**config.mk**
```make
export PLATFORM = sky130hd
export DESIGN_NAME = delta_tile_sched_flat
export DESIGN_NICKNAME = d
export VERILOG_FILES = /design/src/rtl/delta_tile_sched_if.sv /design/src/rtl/delta_tile_sched.sv /design/src/flat_wrapper.sv
export SDC_FILE = /design/constraint.sdc
export NUM_CORES = 1
export LEC_CHECK = 0
export BUFFER_PORTS_ARGS = -buffer_cell sky130_fd_sc_hd__buf_2
export CAP_MARGIN = 20
export CORE_ASPECT_RATIO = 1.4
export CORE_MARGIN = 1
export CORE_UTILIZATION = 25
export DETAILED_ROUTE_END_ITERATION = 6
export GPL_TIMING_DRIVEN = 0
export SLEW_MARGIN = 20
export SYNTH_ARGS = -nofsm -noshare
export SYNTH_HDL_FRONTEND = slang
export SYNTH_SLANG_ARGS = --single-unit
```
**constraint.sdc**
```tcl
create_clock -name clk -period 5.4 [get_ports clk]
set_input_delay 1.08 -clock clk [delete_from_list [all_inputs] [get_ports clk]]
set_output_delay 1.08 -clock clk [all_outputs]
set_load 0.05 [all_outputs]
```
**src/rtl/delta_tile_sched_if.sv**
```systemverilog
// Handshake/bus bundle of the delta tile sequencer: start/status, dt/bias
// buffer read port, adder array hookup and the result write port.
interface delta_tile_sched_if #(
    parameter int DW     = 16,
    parameter int H_TILE = 4,
    parameter int AW     = 8
);
    logic                   start_i;
    logic                   busy_o;
    logic                   done_o;
    logic                   rd_en_o;
    logic [AW-1:0]          rd_addr_o;
    logic                   add_valid_o;
    logic                   add_valid_i;
    logic [H_TILE*DW-1:0]   add_sum_i;
    logic                   wr_en_o;
    logic [AW-1:0]          wr_addr_o;
    logic [H_TILE*DW-1:0]   wr_data_o;
    logic [H_TILE-1:0]      wr_mask_o;
    logic                   wr_ready_i;
    logic                   err_o;

    // Scheduler side
    modport master (
        input  start_i, add_valid_i, add_sum_i, wr_ready_i,
        output busy_o, done_o, rd_en_o, rd_addr_o, add_valid_o,
               wr_en_o, wr_addr_o, wr_data_o, wr_mask_o, err_o
    );

    // Environment side (buffers, adder, downstream writer)
    modport slave (
        output start_i, add_valid_i, add_sum_i, wr_ready_i,
        input  busy_o, done_o, rd_en_o, rd_addr_o, add_valid_o,
               wr_en_o, wr_addr_o, wr_data_o, wr_mask_o, err_o
    );
endinterface

```
**src/rtl/delta_tile_sched.sv**
```systemverilog
// Tile sequencer for the lane-parallel FP16 dt + dt_bias adder array.
// Issues NT = ceil(NH/H_TILE) tile reads, tracks the fixed-latency adder with
// credits so the internal result FIFO (depth A_LAT+2) can never overflow, and
// drains results to the write port under ready back-pressure.
// Optional protocol checker: define DELTA_SCHED_CHECK_EN to enable err_o.
module delta_tile_sched #(
    parameter int DW     = 16,
    parameter int H_TILE = 4,
    parameter int NH     = 24,
    parameter int A_LAT  = 11,
    parameter int AW     = 8
) (
    input logic               clk,
    input logic               rstn,
    delta_tile_sched_if.master bus
);
    localparam int NT = (NH + H_TILE - 1) / H_TILE;
    localparam int FD = A_LAT + 2;
    localparam int CW = $clog2(FD + 1);
    localparam int PW = $clog2(FD);
    localparam int EW = H_TILE * DW + AW;

    typedef enum logic [1:0] {IDLE, RUN, DRAIN, DONE} state_t;

    state_t          state, state_nxt;
    logic [AW-1:0]   rd_ptr, ret_ptr, wr_ptr;
    logic [CW-1:0]   in_flight, fifo_cnt;
    logic [CW:0]     occ;
    logic [PW-1:0]   head, tail;
    logic [EW-1:0]   mem [FD];
    logic [EW-1:0]   head_ent;
    logic            issue, ret, pop, fifo_empty, start_acc, add_vld_q;

    // Returns arriving with nothing outstanding are leftovers of an aborted
    // sweep and are dropped rather than counted.
    assign ret        = bus.add_valid_i && (in_flight != '0);
    assign fifo_empty = (fifo_cnt == '0);
    assign pop        = !fifo_empty && bus.wr_ready_i;
    assign occ        = {1'b0, in_flight} + {1'b0, fifo_cnt};
    assign start_acc  = (state == IDLE) && bus.start_i;

    // State register
    always_ff @(posedge clk or negedge rstn) begin
        if (!rstn) state <= IDLE;
        else       state <= state_nxt;
    end

    // Next-state logic
    always_comb begin
        state_nxt = state;
        case (state)
            IDLE:  if (bus.start_i) state_nxt = RUN;
            RUN:   if (issue && rd_ptr == AW'(NT - 1)) state_nxt = DRAIN;
            DRAIN: if (pop && wr_ptr == AW'(NT - 1)) state_nxt = DONE;
            DONE:  state_nxt = IDLE;
            default: state_nxt = IDLE;
        endcase
    end

    // FSM outputs; issue only while a FIFO slot is guaranteed for the result
    always_comb begin
        issue      = (state == RUN) && (occ < (CW + 1)'(FD));
        bus.busy_o = (state == RUN) || (state == DRAIN);
        bus.done_o = (state == DONE);
    end

    // Tile pointers and outstanding-adder count
    always_ff @(posedge clk or negedge rstn) begin
        if (!rstn) begin
            rd_ptr    <= '0;
            ret_ptr   <= '0;
            wr_ptr    <= '0;
            in_flight <= '0;
            add_vld_q <= 1'b0;
        end else begin
            add_vld_q <= issue;
            if (start_acc) begin
                rd_ptr  <= '0;
                ret_ptr <= '0;
                wr_ptr  <= '0;
            end else begin
                if (issue) rd_ptr  <= rd_ptr + 1'b1;
                if (ret)   ret_ptr <= ret_ptr + 1'b1;
                if (pop)   wr_ptr  <= wr_ptr + 1'b1;
            end
            case ({issue, ret})
                2'b10:   in_flight <= in_flight + 1'b1;
                2'b01:   in_flight <= in_flight - 1'b1;
                default: in_flight <= in_flight;
            endcase
        end
    end

    // Result FIFO pointers and occupancy; push and pop may coincide
    always_ff @(posedge clk or negedge rstn) begin
        if (!rstn) begin
            head     <= '0;
            tail     <= '0;
            fifo_cnt <= '0;
        end else begin
            if (ret) tail <= (tail == PW'(FD - 1)) ? '0 : tail + 1'b1;
            if (pop) head <= (head == PW'(FD - 1)) ? '0 : head + 1'b1;
            case ({ret, pop})
                2'b10:   fifo_cnt <= fifo_cnt + 1'b1;
                2'b01:   fifo_cnt <= fifo_cnt - 1'b1;
                default: fifo_cnt <= fifo_cnt;
            endcase
        end
    end

    // FIFO storage; contents are only observed through the non-empty gate
    always_ff @(posedge clk) begin
        if (ret) mem[tail] <= {ret_ptr, bus.add_sum_i};
    end

    assign head_ent        = fifo_empty ? '0 : mem[head];
    assign bus.wr_en_o     = !fifo_empty;
    assign bus.wr_addr_o   = head_ent[EW-1 -: AW];
    assign bus.wr_data_o   = head_ent[H_TILE*DW-1:0];
    assign bus.rd_en_o     = issue;
    assign bus.rd_addr_o   = rd_ptr;
    assign bus.add_valid_o = add_vld_q;

    // Lane mask: only the ragged last tile has lanes beyond NH switched off
    always_comb begin
        bus.wr_mask_o = '0;
        for (int k = 0; k < H_TILE; k++)
            bus.wr_mask_o[k] = !fifo_empty && (int'(bus.wr_addr_o) * H_TILE + k < NH);
    end

`ifdef DELTA_SCHED_CHECK_EN
    logic [A_LAT:1] shadow;
    logic           err_q;

    // Shadow of add_valid_o predicting each return slot; sticky error flag
    always_ff @(posedge clk or negedge rstn) begin
        if (!rstn) begin
            shadow <= '0;
            err_q  <= 1'b0;
        end else begin
            shadow <= (shadow << 1) | A_LAT'(add_vld_q);
            if ((bus.add_valid_i != shadow[A_LAT]) ||
                (bus.add_valid_i && in_flight == '0) ||
                (ret && fifo_cnt == CW'(FD) && !pop))
                err_q <= 1'b1;
        end
    end
    assign bus.err_o = err_q;
`else
    assign bus.err_o = 1'b0;
`endif
endmodule

```
**src/flat_wrapper.sv**
```systemverilog
// flat-port wrapper written by rule: the top's interface ports become plain ports
module delta_tile_sched_flat 
#(
    parameter int DW     = 16,
    parameter int H_TILE = 4,
    parameter int NH     = 24,
    parameter int A_LAT  = 11,
    parameter int AW     = 8
)
  (clk, rstn, bus_start_i, bus_add_valid_i, bus_add_sum_i, bus_wr_ready_i, bus_busy_o, bus_done_o, bus_rd_en_o, bus_rd_addr_o, bus_add_valid_o, bus_wr_en_o, bus_wr_addr_o, bus_wr_data_o, bus_wr_mask_o, bus_err_o);
  delta_tile_sched_if #(.DW(DW), .H_TILE(H_TILE), .AW(AW)) bus_i ();
  input logic clk;
  input logic rstn;
  input wire logic [$bits(bus_i.start_i)-1:0] bus_start_i;
  input wire logic [$bits(bus_i.add_valid_i)-1:0] bus_add_valid_i;
  input wire logic [$bits(bus_i.add_sum_i)-1:0] bus_add_sum_i;
  input wire logic [$bits(bus_i.wr_ready_i)-1:0] bus_wr_ready_i;
  output wire logic [$bits(bus_i.busy_o)-1:0] bus_busy_o;
  output wire logic [$bits(bus_i.done_o)-1:0] bus_done_o;
  output wire logic [$bits(bus_i.rd_en_o)-1:0] bus_rd_en_o;
  output wire logic [$bits(bus_i.rd_addr_o)-1:0] bus_rd_addr_o;
  output wire logic [$bits(bus_i.add_valid_o)-1:0] bus_add_valid_o;
  output wire logic [$bits(bus_i.wr_en_o)-1:0] bus_wr_en_o;
  output wire logic [$bits(bus_i.wr_addr_o)-1:0] bus_wr_addr_o;
  output wire logic [$bits(bus_i.wr_data_o)-1:0] bus_wr_data_o;
  output wire logic [$bits(bus_i.wr_mask_o)-1:0] bus_wr_mask_o;
  output wire logic [$bits(bus_i.err_o)-1:0] bus_err_o;
  assign bus_i.start_i = bus_start_i;
  assign bus_i.add_valid_i = bus_add_valid_i;
  assign bus_i.add_sum_i = bus_add_sum_i;
  assign bus_i.wr_ready_i = bus_wr_ready_i;
  assign bus_busy_o = bus_i.busy_o;
  assign bus_done_o = bus_i.done_o;
  assign bus_rd_en_o = bus_i.rd_en_o;
  assign bus_rd_addr_o = bus_i.rd_addr_o;
  assign bus_add_valid_o = bus_i.add_valid_o;
  assign bus_wr_en_o = bus_i.wr_en_o;
  assign bus_wr_addr_o = bus_i.wr_addr_o;
  assign bus_wr_data_o = bus_i.wr_data_o;
  assign bus_wr_mask_o = bus_i.wr_mask_o;
  assign bus_err_o = bus_i.err_o;
  delta_tile_sched #(.DW(DW), .H_TILE(H_TILE), .NH(NH), .A_LAT(A_LAT), .AW(AW)) u_core (.clk(clk), .rstn(rstn), .bus(bus_i));
endmodule
```
==> impl_metrics.tcl <==
set metrics [dict create \
    crit_arrival_ns 4.01 \
    overflow 0 \
    ant_nets 0 \
    grt_max_degree 44 \
    final_area_mm2 0.04547 \
    drive_gt1_frac 0.3301 \
    intPower_mw 17.02 \
    p_sw_mw 9.587 \
    p_leak_nw 14.49 \
    via_per_inst 4.489 \
    synthFlopType "edfxtp_1" \
    post-route-period-util 0.9419 \
    startpoint "u_core.head[2]" \
    io_pins 159 \
    finalSetupViolations 0 \
    syn_to_final_growth_pct 19.17 \
    seqPwrFrac 0.359 \
    cts_tree "yes" \
    synth_edf_count 936 \
    nets 2052 \
    finClkSkew_ns 0.02310 \
    outcome "finished clean" \
    async_reset_ff_frac 0.04392 \
    drt-pass1-iter-count 5 \
    yosysTopAreaCellShare 0.7367 \
    yosysUniqueCellTypes 51 \
    cts-root-buf "clkbuf_16" \
    chipWidth_um 332.2 \
    drc 0 \
    ys_seq_elements 979 \
    max-clock-path-buffers 3 \
    ir_worst_vdd_v 0.0006371 \
    die_h_um 464.2 \
    critPathRequiredTime_ns 4.32 \
    placed_cells 3823 \
    slew_violations 0 \
    clk-insertion-delay-late_ns 0.66 \
    die_area_mm2 0.1542 \
    cts_sinks 979 \
    h-tree-depth 3 \
    synthTopCellsByArea "edfxtp_1 (74%), mux4_2 (17%), dfrtp_1 (2.8%), and2_1 (1.3%), ha_1 (0.85%)" \
    pwr_density_cell_mw_per_mm2 585.2 \
    syn_area_mm2 0.03815 \
    rsz0062_at_grt "false" \
    grt_antenna_before_repair 31 \
    floorplan.initialDensity 0.2520 \
    min_path_type "input port to async pin" \
    clockPowerShare 0.261 \
    cp_max_fo 10 \
    cp-end-kind "primary output" \
    drtIter0Drc 1557 \
    rows 169 \
    worstReg2RegStart "u_core.fifo_cnt[1]" \
    max_freq_mhz 196.6 \
    grt.total_usage 0.1196 \
    preCtsSetupSlack_ns 0.6063 \
    wl_per_cell_um 23.18 \
    yosysMostFrequentCell "edfxtp_1" \
    switching_share 0.3604 \
    setup_ws_ns 0.3139 \
    layout_min_cycle_time_ns 5.086 \
    grt_pass1_vias 18660 \
    yosysSeqAreaShare 0.7649 \
    cap_violations 0 \
    tightest_slew_ns 1.063 \
    dpl-instance-area_mm2 0.04216 \
    syn_area_per_cell_um2 22.83 \
    numPortBuffers 157 \
    core_mm2 0.1514 \
    grt_first_pass_wirelength_mm 134.0 \
    fillers 14560 \
    path_clk_slew_ns 0.06 \
    hold_viol_final 0 \
    critPathKind "flip-flop to primary output" \
    gp_congestion 0.7092 \
    place_hpwl_mm 57.95 \
    num_vias 17980 \
    syn-instance-count 1671 \
    synth_common_cells "edfxtp_1 (936), mux4_2 (281), and2_1 (79)" \
    maxSlewHeadroom 0.2916 \
    wl_mm 92.85 \
    power_frac_comb 0.380 \
    final_cells 4005 \
    yosys.area.top_type "edfxtp_1" \
    syn-num-nets 1768 \
    crit_path_start_kind "flip-flop" \
    yosys_warnings 0 \
    cts_buffers 96 \
]
-- power groups by stage --
stage          clock (mW)  combinational (mW)  sequential (mW)
6_report             6.94                10.1             9.55
5_1_grt              7.36                10.8             9.62
3_3_place_gp            0                10.1             9.80
2_1_floorplan           0                7.08             9.69
4_1_cts              7.08                10.4             9.55
3_5_place_dp            0                10.4             9.71
-- through the flow --
| stage | utilization | hold slack (ns) | power, mW | TNS, ns |
|---|---|---|---|---|
| after CTS | 0.3002 | 0.5496 | 27.02 | 0 |
| after floorplan | - | 0.4854 | 16.77 | 0 |
| after global routing | 0.3003 | 0.4500 | 27.77 | 0 |
| after global placement | 0.2734 | 0.5187 | 19.91 | -913.91 |
| final | 0.3003 | 0.4103 | 26.61 | 0 |
| after detailed placement | 0.2785 | 0.5352 | 20.07 | 0 |
-- path summary, 6_finish.rpt --
kind	depth (start not counted)	slack, ns	endpoint
setup / recovery	8	0.31	bus_wr_mask_o[2]
hold / removal	1	0.41	u_core.state[0]
setup reg to reg	12	1.79	u_core.fifo_cnt[3]
hold reg to reg	2	0.55	u_core.wr_ptr[7]
max in group asynchronous	1	4.56	u_core.head[1]
min in group clk	2	0.55	u_core.wr_ptr[7]
-- cell type report --
type / count / area [µm²] / area share
sequential: 979 / 29180 / 0.6419
multi-input combinational: 588 / 8461 / 0.1861
clock buffer: 121 / 2539 / 0.05584
tap: 1966 / 2460 / 0.05410
timing repair buffer: 186 / 1489 / 0.03275
clock inverter: 58 / 735.7 / 0.01618
buffer: 82 / 509.2 / 0.01120
inverter: 22 / 82.58 / 0.001816
antenna: 3 / 7.507 / 0.0001651
-- registers in the layout (all words and copies together) (netlist names) --
| name | cells |
|---|---|
| u_core.wr_ptr | 8 |
| u_core.fifo_cnt | 4 |
| u_core.tail | 4 |
| u_core.ret_ptr | 8 |
| u_core.bus.add_valid_o | 1 |
| u_core.head | 4 |
| u_core.in_flight | 4 |
| u_core.bus.rd_addr_o | 8 |
| u_core.mem | 936 |
| u_core.state | 2 |
-- critical path, stage by stage (launching register included) --
cell and delay, ns:
dfrtp_1 0.31, buf_2 0.32, buf_2 0.43, clkbuf_1 0.49, a31oi_1 0.47, a211o_1 0.41, nor4_1 0.43, buf_4 0.19
buf_2 0.25
-- cell usage in the layout (no fill, tap or decap), types with 11 or more instances in the layout --
cell / count
clkinv_1: 20
edfxtp_1: 936
nand2_1: 26
a21oi_1: 18
xor2_1: 19
o21ai_0: 15
ha_1: 26
clkbuf_16: 98
buf_12: 13
buf_16: 16
and2_1: 71
mux4_2: 281
nand3_1: 16
bufinv_16: 15
nor2_1: 28
clkinv_2: 11
inv_1: 20
dfrtp_1: 43
buf_2: 172
buf_6: 20
clkbuf_1: 54
-- per-layer routing --
metal  global-route usage  part of all wire  up-vias
met1               0.1581              0.42     9743
met4              0.03255             0.020       30
met3              0.02913             0.069      138
met2               0.1953              0.48      489
li1                     -                 -     7578
met5                    0            0.0019        -
-- timing repair --
item / 4_1_cts / 5_1_grt
hold buffers: 0 / 0
gates resized for setup: 4 / 1
setup endpoints to repair: 3 / 3
setup buffers: 0 / 0
pin swaps: 0 / 0
hold endpoints to repair: 0 / 0
-- kinds of logic (layout without fill, tap and decap cells) --
kind of cell	after synthesis	after routing	share of synthesized area
flops	979	979	0.7649
mux	290	290	0.1684
simple gates	183	183	0.02627
buf+inv	104	469	0.01499
compound gates	59	59	0.009609
fa+ha+maj	28	28	0.009576
xor+xnor	27	27	0.006198
other cells	1	4	0.00009829
Note: power is estimated with default switching activity, not from simulation.
